--- config.mk ---
export PLATFORM = sky130hd
export DESIGN_NAME = lsu_ctrl
export DESIGN_NICKNAME = d
export VERILOG_FILES = /design/src/rtl/lsu_ctrl.sv
export SDC_FILE = /design/constraint.sdc
export NUM_CORES = 1
export LEC_CHECK = 0
export ABC_AREA = 1
export CELL_PAD_IN_SITES_DETAIL_PLACEMENT = 1
export CELL_PAD_IN_SITES_GLOBAL_PLACEMENT = 2
export CORE_ASPECT_RATIO = 1.25
export CORE_MARGIN = 2
export CORE_UTILIZATION = 28
export DETAILED_ROUTE_END_ITERATION = 10
export PLACE_DENSITY = 0.89
export SLEW_MARGIN = 20
export SYNTH_ARGS = -nofsm -noshare
export SYNTH_HDL_FRONTEND = slang
export SYNTH_SLANG_ARGS = --single-unit
--- constraint.sdc ---
create_clock -name clk -period 6.75 [get_ports clk]
set_input_delay 0.675 -clock clk [delete_from_list [all_inputs] [get_ports clk]]
set_output_delay 0.675 -clock clk [all_outputs]
set_load 0.02 [all_outputs]
--- src/rtl/lsu_ctrl.sv ---
// Load/store sequencer: turns one decoded load/store into a single data-bus transaction,
// generating byte lanes, extending load data and raising alignment/size/timeout exceptions.
module lsu_ctrl #(
    parameter int unsigned TIMEOUT = 32'd255
) (
    input  logic        clk,
    input  logic        rst,
    input  logic        ls_valid,
    input  logic        is_load,
    input  logic        is_store,
    input  logic [2:0]  funct3,
    input  logic [31:0] addr,
    input  logic [31:0] wdata,
    output logic        stall,
    output logic [31:0] rdata,
    output logic        rdata_valid,
    output logic        exc,
    output logic [1:0]  exc_cause,
    output logic [31:0] exc_addr,
    output logic        bus_req,
    output logic        bus_we,
    output logic [31:0] bus_addr,
    output logic [3:0]  bus_be,
    output logic [31:0] bus_wdata,
    input  logic        bus_gnt,
    input  logic        bus_rvalid,
    input  logic [31:0] bus_rdata
);

    localparam int unsigned CW = (TIMEOUT > 32'd1) ? $clog2(TIMEOUT + 32'd1) : 1;
    localparam logic [CW-1:0] TO_LAST = CW'((TIMEOUT == 32'd0) ? 32'd0 : TIMEOUT - 32'd1);

    typedef enum logic [2:0] {
        S_IDLE = 3'd0,
        S_REQ  = 3'd1,
        S_WAIT = 3'd2,
        S_DONE = 3'd3,
        S_EXC  = 3'd4
    } state_t;

    state_t        state_q;
    logic [31:0]   addr_q;
    logic [2:0]    funct3_q;
    logic [CW-1:0] cnt_q;
    logic          bus_req_q;
    logic          bus_we_q;
    logic [31:0]   bus_addr_q;
    logic [3:0]    bus_be_q;
    logic [31:0]   bus_wdata_q;
    logic [31:0]   rdata_q;
    logic          rdata_valid_q;
    logic          exc_q;
    logic [1:0]    exc_cause_q;
    logic [31:0]   exc_addr_q;

    logic          req_s;
    logic          illegal_s;
    logic          misalign_s;
    logic [3:0]    be_d;
    logic [31:0]   wdata_d;
    logic          timeout_s;
    logic [CW-1:0] cnt_d;

    // Shift the addressed byte/half down to bit 0, then sign- or zero-extend it.
    function automatic logic [31:0] load_extract(input logic [31:0] word,
                                                 input logic [1:0]  ofs,
                                                 input logic [2:0]  f3);
        logic [31:0] sh;
        sh = word >> {ofs, 3'b000};
        case (f3)
            3'b000:  return {{24{sh[7]}}, sh[7:0]};
            3'b001:  return {{16{sh[15]}}, sh[15:0]};
            3'b100:  return {24'h00_0000, sh[7:0]};
            3'b101:  return {16'h0000, sh[15:0]};
            default: return sh;
        endcase
    endfunction

    // Request decode, size/alignment checks and byte-lane generation from the live inputs.
    always_comb begin
        req_s      = ls_valid & (is_load | is_store);
        illegal_s  = 1'b0;
        misalign_s = 1'b0;
        be_d       = 4'b1111;
        wdata_d    = wdata;
        if (is_load) begin
            illegal_s = (funct3 == 3'b011) || (funct3[2:1] == 2'b11);
        end else begin
            illegal_s = funct3[2] || (funct3[1:0] == 2'b11);
        end
        case (funct3[1:0])
            2'b00: begin
                be_d    = 4'b0001 << addr[1:0];
                wdata_d = {4{wdata[7:0]}};
            end
            2'b01: begin
                misalign_s = addr[0];
                be_d       = addr[1] ? 4'b1100 : 4'b0011;
                wdata_d    = {2{wdata[15:0]}};
            end
            2'b10: begin
                misalign_s = |addr[1:0];
            end
            default: begin
                misalign_s = 1'b0;
            end
        endcase
    end

    assign timeout_s = (TIMEOUT != 32'd0) && (cnt_q == TO_LAST);
    assign cnt_d     = (TIMEOUT != 32'd0) ? cnt_q + CW'(1'b1) : cnt_q;

    // Stall is the only output that must react in the issue cycle; reset forces it low.
    assign stall = !rst && (((state_q == S_IDLE) && req_s) ||
                            (state_q == S_REQ) || (state_q == S_WAIT));

    // Transaction sequencer with registered bus, result and exception outputs.
    always_ff @(posedge clk or posedge rst) begin
        if (rst) begin
            state_q       <= S_IDLE;
            addr_q        <= 32'h0000_0000;
            funct3_q      <= 3'b000;
            cnt_q         <= {CW{1'b0}};
            bus_req_q     <= 1'b0;
            bus_we_q      <= 1'b0;
            bus_addr_q    <= 32'h0000_0000;
            bus_be_q      <= 4'b0000;
            bus_wdata_q   <= 32'h0000_0000;
            rdata_q       <= 32'h0000_0000;
            rdata_valid_q <= 1'b0;
            exc_q         <= 1'b0;
            exc_cause_q   <= 2'b00;
            exc_addr_q    <= 32'h0000_0000;
        end else begin
            rdata_valid_q <= 1'b0;
            exc_q         <= 1'b0;
            case (state_q)
                S_IDLE: begin
                    cnt_q <= {CW{1'b0}};
                    if (req_s) begin
                        addr_q      <= addr;
                        funct3_q    <= funct3;
                        bus_we_q    <= !is_load;
                        bus_addr_q  <= {addr[31:2], 2'b00};
                        bus_be_q    <= be_d;
                        bus_wdata_q <= wdata_d;
                        if (illegal_s) begin
                            state_q     <= S_EXC;
                            exc_q       <= 1'b1;
                            exc_cause_q <= 2'b11;
                            exc_addr_q  <= addr;
                        end else if (misalign_s) begin
                            state_q     <= S_EXC;
                            exc_q       <= 1'b1;
                            exc_cause_q <= 2'b01;
                            exc_addr_q  <= addr;
                        end else begin
                            state_q   <= S_REQ;
                            bus_req_q <= 1'b1;
                        end
                    end
                end
                S_REQ: begin
                    cnt_q <= cnt_d;
                    if (bus_gnt && bus_rvalid) begin
                        bus_req_q <= 1'b0;
                        state_q   <= S_DONE;
                        if (!bus_we_q) begin
                            rdata_valid_q <= 1'b1;
                            rdata_q       <= load_extract(bus_rdata, addr_q[1:0], funct3_q);
                        end
                    end else if (timeout_s) begin
                        bus_req_q   <= 1'b0;
                        state_q     <= S_EXC;
                        exc_q       <= 1'b1;
                        exc_cause_q <= 2'b10;
                        exc_addr_q  <= addr_q;
                    end else if (bus_gnt) begin
                        bus_req_q <= 1'b0;
                        state_q   <= S_WAIT;
                    end
                end
                S_WAIT: begin
                    cnt_q <= cnt_d;
                    // For stores rvalid is the write acknowledge.
                    if (bus_rvalid) begin
                        state_q <= S_DONE;
                        if (!bus_we_q) begin
                            rdata_valid_q <= 1'b1;
                            rdata_q       <= load_extract(bus_rdata, addr_q[1:0], funct3_q);
                        end
                    end else if (timeout_s) begin
                        state_q     <= S_EXC;
                        exc_q       <= 1'b1;
                        exc_cause_q <= 2'b10;
                        exc_addr_q  <= addr_q;
                    end
                end
                S_DONE, S_EXC: begin
                    cnt_q   <= {CW{1'b0}};
                    state_q <= S_IDLE;
                end
                default: begin
                    cnt_q     <= {CW{1'b0}};
                    bus_req_q <= 1'b0;
                    state_q   <= S_IDLE;
                end
            endcase
        end
    end

    assign rdata       = rdata_q;
    assign rdata_valid = rdata_valid_q;
    assign exc         = exc_q;
    assign exc_cause   = exc_cause_q;
    assign exc_addr    = exc_addr_q;
    assign bus_req     = bus_req_q;
    assign bus_we      = bus_we_q;
    assign bus_addr    = bus_addr_q;
    assign bus_be      = bus_be_q;
    assign bus_wdata   = bus_wdata_q;

endmodule
### After elaboration in Yosys (flattened, before gate mapping)

Index checks and enable logic that the tools add are counted.

| operators by class | value |
|---|---|
| reduce and logical (&&, ||, !) cells | 22 |
| multiplexer cells | 52 |
| equal/unequal tests | 23 |
| bitwise gates (word level) | 3 |
| add/subtract/negate cells | 1 |
| shifts and indexed selects | 2 |

Operators by type and width:

| cell | count |
|---|---|
| 32-bit two-way mux | 9 |
| 32-bit one-hot mux with 2 select lines | 2 |
| 32-bit one-hot mux with 4 select lines | 1 |
| 32-bit one-hot mux with 3 select lines | 1 |
| 32-bit by 5-bit >> shifter with 32-bit output | 1 |
| 3-bit two-way mux | 8 |
| 1-bit two-way mux | 16 |
| 2-bit two-way mux | 6 |
| 2-bit != test (second input constant) | 6 |
| 5-bit AND reduction | 2 |
| 3-bit by 2-bit == test with 1-bit output (second input constant) | 3 |
| 3-bit == test (second input constant) | 3 |
| 3-bit one-hot mux with 3 select lines | 1 |
| 8-bit by 1-bit adder with 8-bit output (second input constant) | 1 |
| 8-bit == test (second input constant) | 1 |
| 8-bit two-way mux | 1 |
| 4-bit one-hot mux with 2 select lines | 1 |
| 2-bit == test (second input constant) | 3 |
| 3-bit by 1-bit == test with 1-bit output (second input constant) | 2 |
| 3-bit zero test | 2 |
| 3-bit != test (second input constant) | 2 |
| 1-bit one-hot mux with 3 select lines | 2 |
| 2-bit one-hot mux with 3 select lines | 1 |
| 3-bit AND reduction | 2 |
| 18 further kinds | 26 |

| storage, ports and cells | value |
|---|---|
| register bits | 182 |
| output and inout bits | 139 |
| word-level logic and storage cells | 117 |

### Logic depth before layout (Yosys ltp)

Gate-level depths: netlist of the first run.

| depth | value |
|---|---|
| word-level depth | 6 |
| mapped depth | 11 |
| depth with buffers taken out | 10 |

### Worst setup path after synthesis of the first run

OpenSTA, ideal clock, no wires.

| timing | value |
|---|---|
| path type | input to output |
| start point | input port ls_valid |
| end point | output port stall |
| data arrival time | 1708 ps |
| setup slack | 4367 ps |
| buffers on the path | 2 |
| stages | 6 |
| cell sequence | inv_1 nor2_1 nand2_4 buf_2 buf_2 a21oi_1 |

| on the way | value |
|---|---|
| cells in the longest elaborated chain, start to end | 5 |

Ends and longest elaborated chain:

| item | line | source |
|---|---|---|
| start: declaration | 8 | `input logic ls_valid,` |
| 1-bit bitwise AND | 81 | `req_s = ls_valid & (is_load \| is_store);` |
| 1-bit logical AND | 114 | `assign stall = !rst && (((state_q == S_IDLE) && req_s) \|\|` |
| 1-bit logical OR | 114 |  |
| 1-bit logical OR | 115 | `(state_q == S_REQ) \|\| (state_q == S_WAIT));` |
| 1-bit logical AND | 114 |  |
| end: declaration | 14 | `output logic stall,` |

No other way between the ends.

### Worst setup path in the final report of the first run

| timing | value |
|---|---|
| start point | input port is_load |
| end point | output port stall |

| on the way | value |
|---|---|
| cells in the longest elaborated chain, start to end | 6 |

Ends and longest elaborated chain:

| item | line | source |
|---|---|---|
| start: declaration | 9 | `input logic is_load,` |
| 1-bit OR | 81 |  |
| 1-bit bitwise AND | 81 |  |
| 1-bit logical AND | 114 |  |
| 1-bit logical OR | 114 |  |
| 1-bit logical OR | 115 |  |
| 1-bit logical AND | 114 |  |

No other way between the ends.

==> qor.txt, run 1 <==
sequential fraction of the synthesis area: 48.1%
count of cell types in the netlist: 32
layout cells sized above 1: 4.72%
P_leak: 5.23 nW
Routed WL: 26800 µm
Area Growth Syn to Fin: 37.7%
Yosys warnings: 0
via count: 7286
Slew Viols, Final: 0
first-pass GRT wire length: 42200 µm
residual DRC count: 0
post-synth top area cell: dfrtp_1
CTS tree: built
RSZ-0062 raised after global routing: no
post-CTS sizing: 0
synthesized flop and latch total: 152
final antenna-violating net count: 0
cells after synthesis: 1036
Vert. Die Dim: 192 µm
deepest clock path buffer count: 2
vias in the first global route: 7735
Final WS setup: 3.22 ns
Pwr Density: 486 nW/µm²
Final Hold Fails: 0
WP data arrival: 2.86 ns
post-DR wirelength/cell: 16.9 µm
Max Clock Freq: 0.283 GHz
CORE AREA: 27700 µm²
area of the die: 29600 µm²
root buf cell: clkbuf_16
WS Path Type: in2out
worst-path maximum fanout: 54
GP Congestion: 0.819
status: finished clean
CTS Sinks: 152
top post-synthesis cells by area: dfrtp_1 48%, nand2_1 18%, o21ai_0 8.2%, inv_1 4.9%, buf_4 3.3%
Period Utilization, post-route: 52.4%
hold buffer count at cts: 0
drt initial violations: 240
fill cell count: 3355
clock-pin slew on the worst setup and hold paths: 0.07 ns
Final setup viols: 0
Die Wd: 154 µm
Startpoint Class: input port
port bufs: 242
share of the synthesized area in the top cell type: 48.1%
clk_lat worst skew: 0.43 ns
initial antenna violation count: 0
Inst Count DP: 1548
Avg Inst Size Synth: 7.63 µm²
Worst path max stage delay: 0.62 ns
Layout Nets: 1329
largest net degree at the start of global routing: 89
post-layout min period: 3.53 ns
first drt pass iteration count: 4
setup TNS: 0 ns
setup bufs post-CTS: 0
hold crit path type: reg2reg
FP Rows: 68
pre-CTS WS: 3.05 ns
Via density: 4.61
Initial Util: 28.5%
H-tree levels: 4
crit end category: output pin
boundary pin count: 245
VDD IR-drop max: 168 µV
Worst Tran Pin Value: 1.00 ns
Congestion Overflow GR: 0
Critical-path top delay cell: clkdlybuf4s50_1
Slew HR: 33.0%
Setup Skew: 0.0179 ns
WP data required: 6.07 ns
non-filler cells, final: 1580
post-DP HPWL: 19200 µm
Netlist Area Pre-Place: 7900 µm²
cell chain of the critical path: clkdlybuf4s50_1, nor2_1, nor2_1, nand2_4, a21oi_1, clkdlybuf4s50_1
Num CTS Buffers: 17
MaxCap Viol Count: 0
Ant. Diodes: 0
GRT Util Overall: 18.2%
==> flip-flops by register name (all words and copies together), names as in the netlist <==
signal	count
exc_addr	32
exc_cause	2
bus_addr	1
cnt_q	8
funct3_q	3
state_q	3
rdata	32
bus_req	1
rdata_valid	1
addr_q	31
bus_be	4
exc	1
bus_we	1
bus_wdata	32
==> layout by cell type, fill, tap and decap left out, types with 2 or more instances in the layout <==
master	instances
buf_4	5
inv_1	102
dfrtp_1	152
conb_1	2
clkdlybuf4s50_1	242
nand2_2	4
nand2_4	3
a31oi_1	8
a21oi_1	27
o21bai_1	34
nand2_1	375
nor2_1	29
nand3_1	41
inv_2	6
inv_6	3
clkinvlp_4	4
nand4_1	2
inv_8	6
o21ai_0	130
clkbuf_16	17
ha_1	6
o211ai_1	9
clkinv_8	2
nor2_2	3
nor3_1	7
==> report_power, final <==
| group | switching (W) | internal (W) | leakage, nW |
|---|---|---|---|
| logic | 0.00165 | 0.00109 | 3.05 |
| registers | 0.000282 | 0.00131 | 1.91 |
| clock network | 0.000459 | 0.000495 | 0.273 |
| total | 0.00239 | 0.00290 | 5.23 |
==> synthesized netlist by cell type <==
library cell and number:
a21oi_1 27, a31oi_1 8, and3_1 1, buf_2 30, buf_4 35, buf_6 3, clkbuf_1 18, clkinv_1 1
conb_1 1, dfrtp_1 152, ha_1 6, inv_1 103, inv_2 6, nand2_1 375, nand2_2 4, nand2_4 3
nand3_1 41, nand3_4 1, nand3b_1 1, nand4_1 2, nor2_1 30, nor2_2 2, nor2_4 1, nor2_8 1
nor3_1 7, nor4_1 1, o211ai_1 9, o21a_1 1, o21ai_0 130, o21bai_1 34, or2_2 1, xor2_1 1
==> cells by family (layout without fill, tap and decap cells) <==
logic type	count (synthesis)	in the layout	synth area share, %
buf+inv	196	389	11.7
flops	152	152	48.1
fa+ha+maj	6	6	0.950
compound gates	209	209	14.8
other cells	1	2	0.0474
xor+xnor	1	1	0.111
simple gates	471	471	24.3
==> layout make-up <==
| type | instances | area [µm²] | share of cell area (%) |
|---|---|---|---|
| repair buffers | 247 | 2460 | 22.6 |
| clock buffers | 17 | 425 | 3.91 |
| clock inverters | 15 | 156 | 1.44 |
| multi-input cells | 689 | 3180 | 29.2 |
| flip-flops and latches | 152 | 3800 | 35.0 |
| well taps | 350 | 438 | 4.02 |
| inverters | 110 | 418 | 3.84 |
==> metal layers <==
layer / vias to the layer above / wire length (µm) / track usage (%)
li1: 3593 / - / -
met1: 3468 / 11400 / 21.9
met2: 195 / 13300 / 32.4
met3: 30 / 1450 / 4.24
met4: 0 / 607 / 5.52
met5: - / 0 / 0
==> through the flow <==
| step | hold WS, ns | area [µm²] | util (%) | total power, W |
|---|---|---|---|---|
| after floorplan | 0.455 | 7910 | - | 0.00329 |
| after CTS | 0.482 | 10900 | 39.2 | 0.00537 |
| after global routing | 0.513 | 10900 | 39.2 | 0.00569 |
| after global placement | 0.463 | 10300 | 37.1 | 0.00432 |
| after detailed placement | 0.466 | 10300 | 37.1 | 0.00439 |
| final | 0.477 | 10900 | 39.2 | 0.00529 |
==> worst paths after layout <==
check / start / to / slack [ns] / cells past startpoint
worst max-delay path: is_load / stall / 3.22 / 6
worst min-delay path: bus_req / bus_req / 0.48 / 2
worst max register to register: addr_q[1] / rdata[17] / 3.67 / 6
worst min register to register: bus_req / bus_req / 0.48 / 2
max in group asynchronous: rst / cnt_q[2] / 4.46 / 3
min in group asynchronous: rst / bus_wdata[19] / 0.84 / 2
==> worst max-delay path, delay by kind of cell <==
family          cells  cell delay (ns)
buf+inv             2             1.17
simple gates        3             0.76
compound gates      1             0.25
No activity file was read; power rests on OpenSTA's default activity.
==> run 2, diff against run 1 <==
CORE_UTILIZATION = 26   (was 28)
PLACE_DENSITY = 0.84   (was 0.89)
clock period = 3.35 ns   (was 6.75 ns; I/O delays follow)
==> qor.txt, run 2 (same netlist as run 1, synthesis figures left out) <==
Period Utilization, post-route: 76.0%
Layout Nets: 1339
Congestion Overflow GR: 0
final instance area: 11000 µm²
vias in the first global route: 7879
area of the multi-input gates: 3180 µm²
Startpoint Class: flop
setup TNS: 0 ns
RSZ-0062 raised after global routing: no
Via density: 4.49
FP Rows: 71
Pwr Density: 975 nW/µm²
most frequent cells in the layout: 375 x nand2_1, 242 x clkdlybuf4s50_1, 152 x dfrtp_1
hold crit path type: in2async
Vert. Die Dim: 199 µm
GR Util met2: 32.0%
CP most frequent cell: nand2_4
post-DR wirelength/cell: 17.0 µm
post-DP HPWL: 20600 µm
port bufs: 242
post-layout min period: 2.55 ns
clk_lat worst skew: 0.44 ns
clock-pin slew on the worst setup and hold paths: 0.07 ns
Max Clock Freq: 0.393 GHz
cell chain of the critical path: inv_2, nand2_4, nor2_4, nand2_4, a21oi_1, clkdlybuf4s50_1
H-tree levels: 4
fill cell count: 3693
setup bufs post-CTS: 0
residual DRC count: 0
initial antenna violation count: 0
status: finished clean
WS Path Type: reg2out
hold buffer count at cts: 0
met1 Usage GRT: 21.3%
Critical-path top delay cell: clkdlybuf4s50_1
area of the die: 31800 µm²
root buf cell: clkbuf_16
Routed WL: 28000 µm
WP data required: 3.01 ns
sequential cell area: 3800 µm²
final antenna-violating net count: 0
Worst Tran Pin Value: 0.672 ns
layout cells sized above 1: 5.32%
met3 GRT Util: 4.59%
CTS Sinks: 152
MaxCap Viol Count: 0
Worst path max stage delay: 0.63 ns
CTS tree: built
via count: 7380
first-pass GRT wire length: 44400 µm
Slew HR: 55.2%
Setup Skew: 0.0112 ns
first drt pass iteration count: 4
Final Hold Fails: 0
Final setup viols: 0
Num CTS Buffers: 17
GRT Util Overall: 18.0%
deepest clock path buffer count: 2
boundary pin count: 245
largest net degree at the start of global routing: 66
VDD IR-drop max: 356 µV
crit end category: output pin
drt initial violations: 323
GRT busiest layer: met2
Post-Place Cell Area: 10500 µm²
Initial Util: 26.3%
CORE AREA: 30000 µm²
post-CTS sizing: 0
WP data arrival: 2.21 ns
Slew Viols, Final: 0
P_leak: 5.27 nW
commonest non-fill, non-tap cell in the layout: nand2_1
Die Wd: 160 µm
worst-path maximum fanout: 18
Area Growth Syn to Fin: 39.7%
GP Congestion: 0.743
==> run 2: changes by cell type in the layout (fill, tap and decap cells not counted), sizes merged <==
cell | before | now
clkinvlp | 4 | 6
bufinv | 0 | 1
diode | 0 | 1
clkinv | 4 | 3
inv | 117 | 113
clkbuf | 17 | 19
buf | 5 | 15
==> run 2: report_power, final <==
part | switching [W] | total, W | internal [W]
Clock | 0.000875 | 0.00194 | 0.00106
Sequential | 0.000569 | 0.00321 | 0.00264
Combinational | 0.00337 | 0.00562 | 0.00225
==> run 2: worst paths after layout <==
kind,cells after the start,slack [ns],from,to
worst max-delay path,6,0.80,state_q[1],stall
worst min-delay path,2,0.35,rst,rdata[7]
worst max register to register,10,1.05,state_q[1],exc_addr[8]
worst min register to register,2,0.48,rdata[24],rdata[24]
max in group asynchronous,3,2.29,rst,exc_addr[17]
min in group clk,3,0.47,wdata[23],bus_wdata[23]
==> run 2: stage by stage <==
step                std cells  util (%)  power, W  setup WS, ns  hold WS (ns)
global placement         1609      34.8   0.00883         0.652         0.464
CTS                      1641      36.8    0.0110         0.761         0.336
finish                   1642      36.8    0.0108         0.802         0.347
floorplan                1037         -   0.00662          1.10         0.444
global route             1641      36.8    0.0116         0.654         0.371
detailed placement       1609      34.8   0.00895         0.589         0.465
==> run 2: cell type report <==
class                      instances  share of cell area, %
multi-input combinational        689                   28.8
tap                              401                   4.55
sequential                       152                   34.5
clock buffer                      19                   4.01
inverter                         110                   3.77
timing repair buffer             257                   23.2
antenna                            1                 0.0227
clock inverter                    13                   1.21
==> run 2: metal layers <==
| layer | vias up | wire length [µm] |
|---|---|---|
| met2 | 176 | 14300 |
| met5 | - | 0 |
| met4 | 0 | 582 |
| met1 | 3568 | 11600 |
| li1 | 3609 | - |
| met3 | 27 | 1460 |
==> run 2: worst max-delay path: cells and delay by family, from the launching register on <==
family | cells | cell delay (ns)
buffers and inverters | 2 | 0.76
and+or+nand+nor | 3 | 0.41
AOI/OAI and AO/OA | 1 | 0.17
DFF | 1 | 0.45
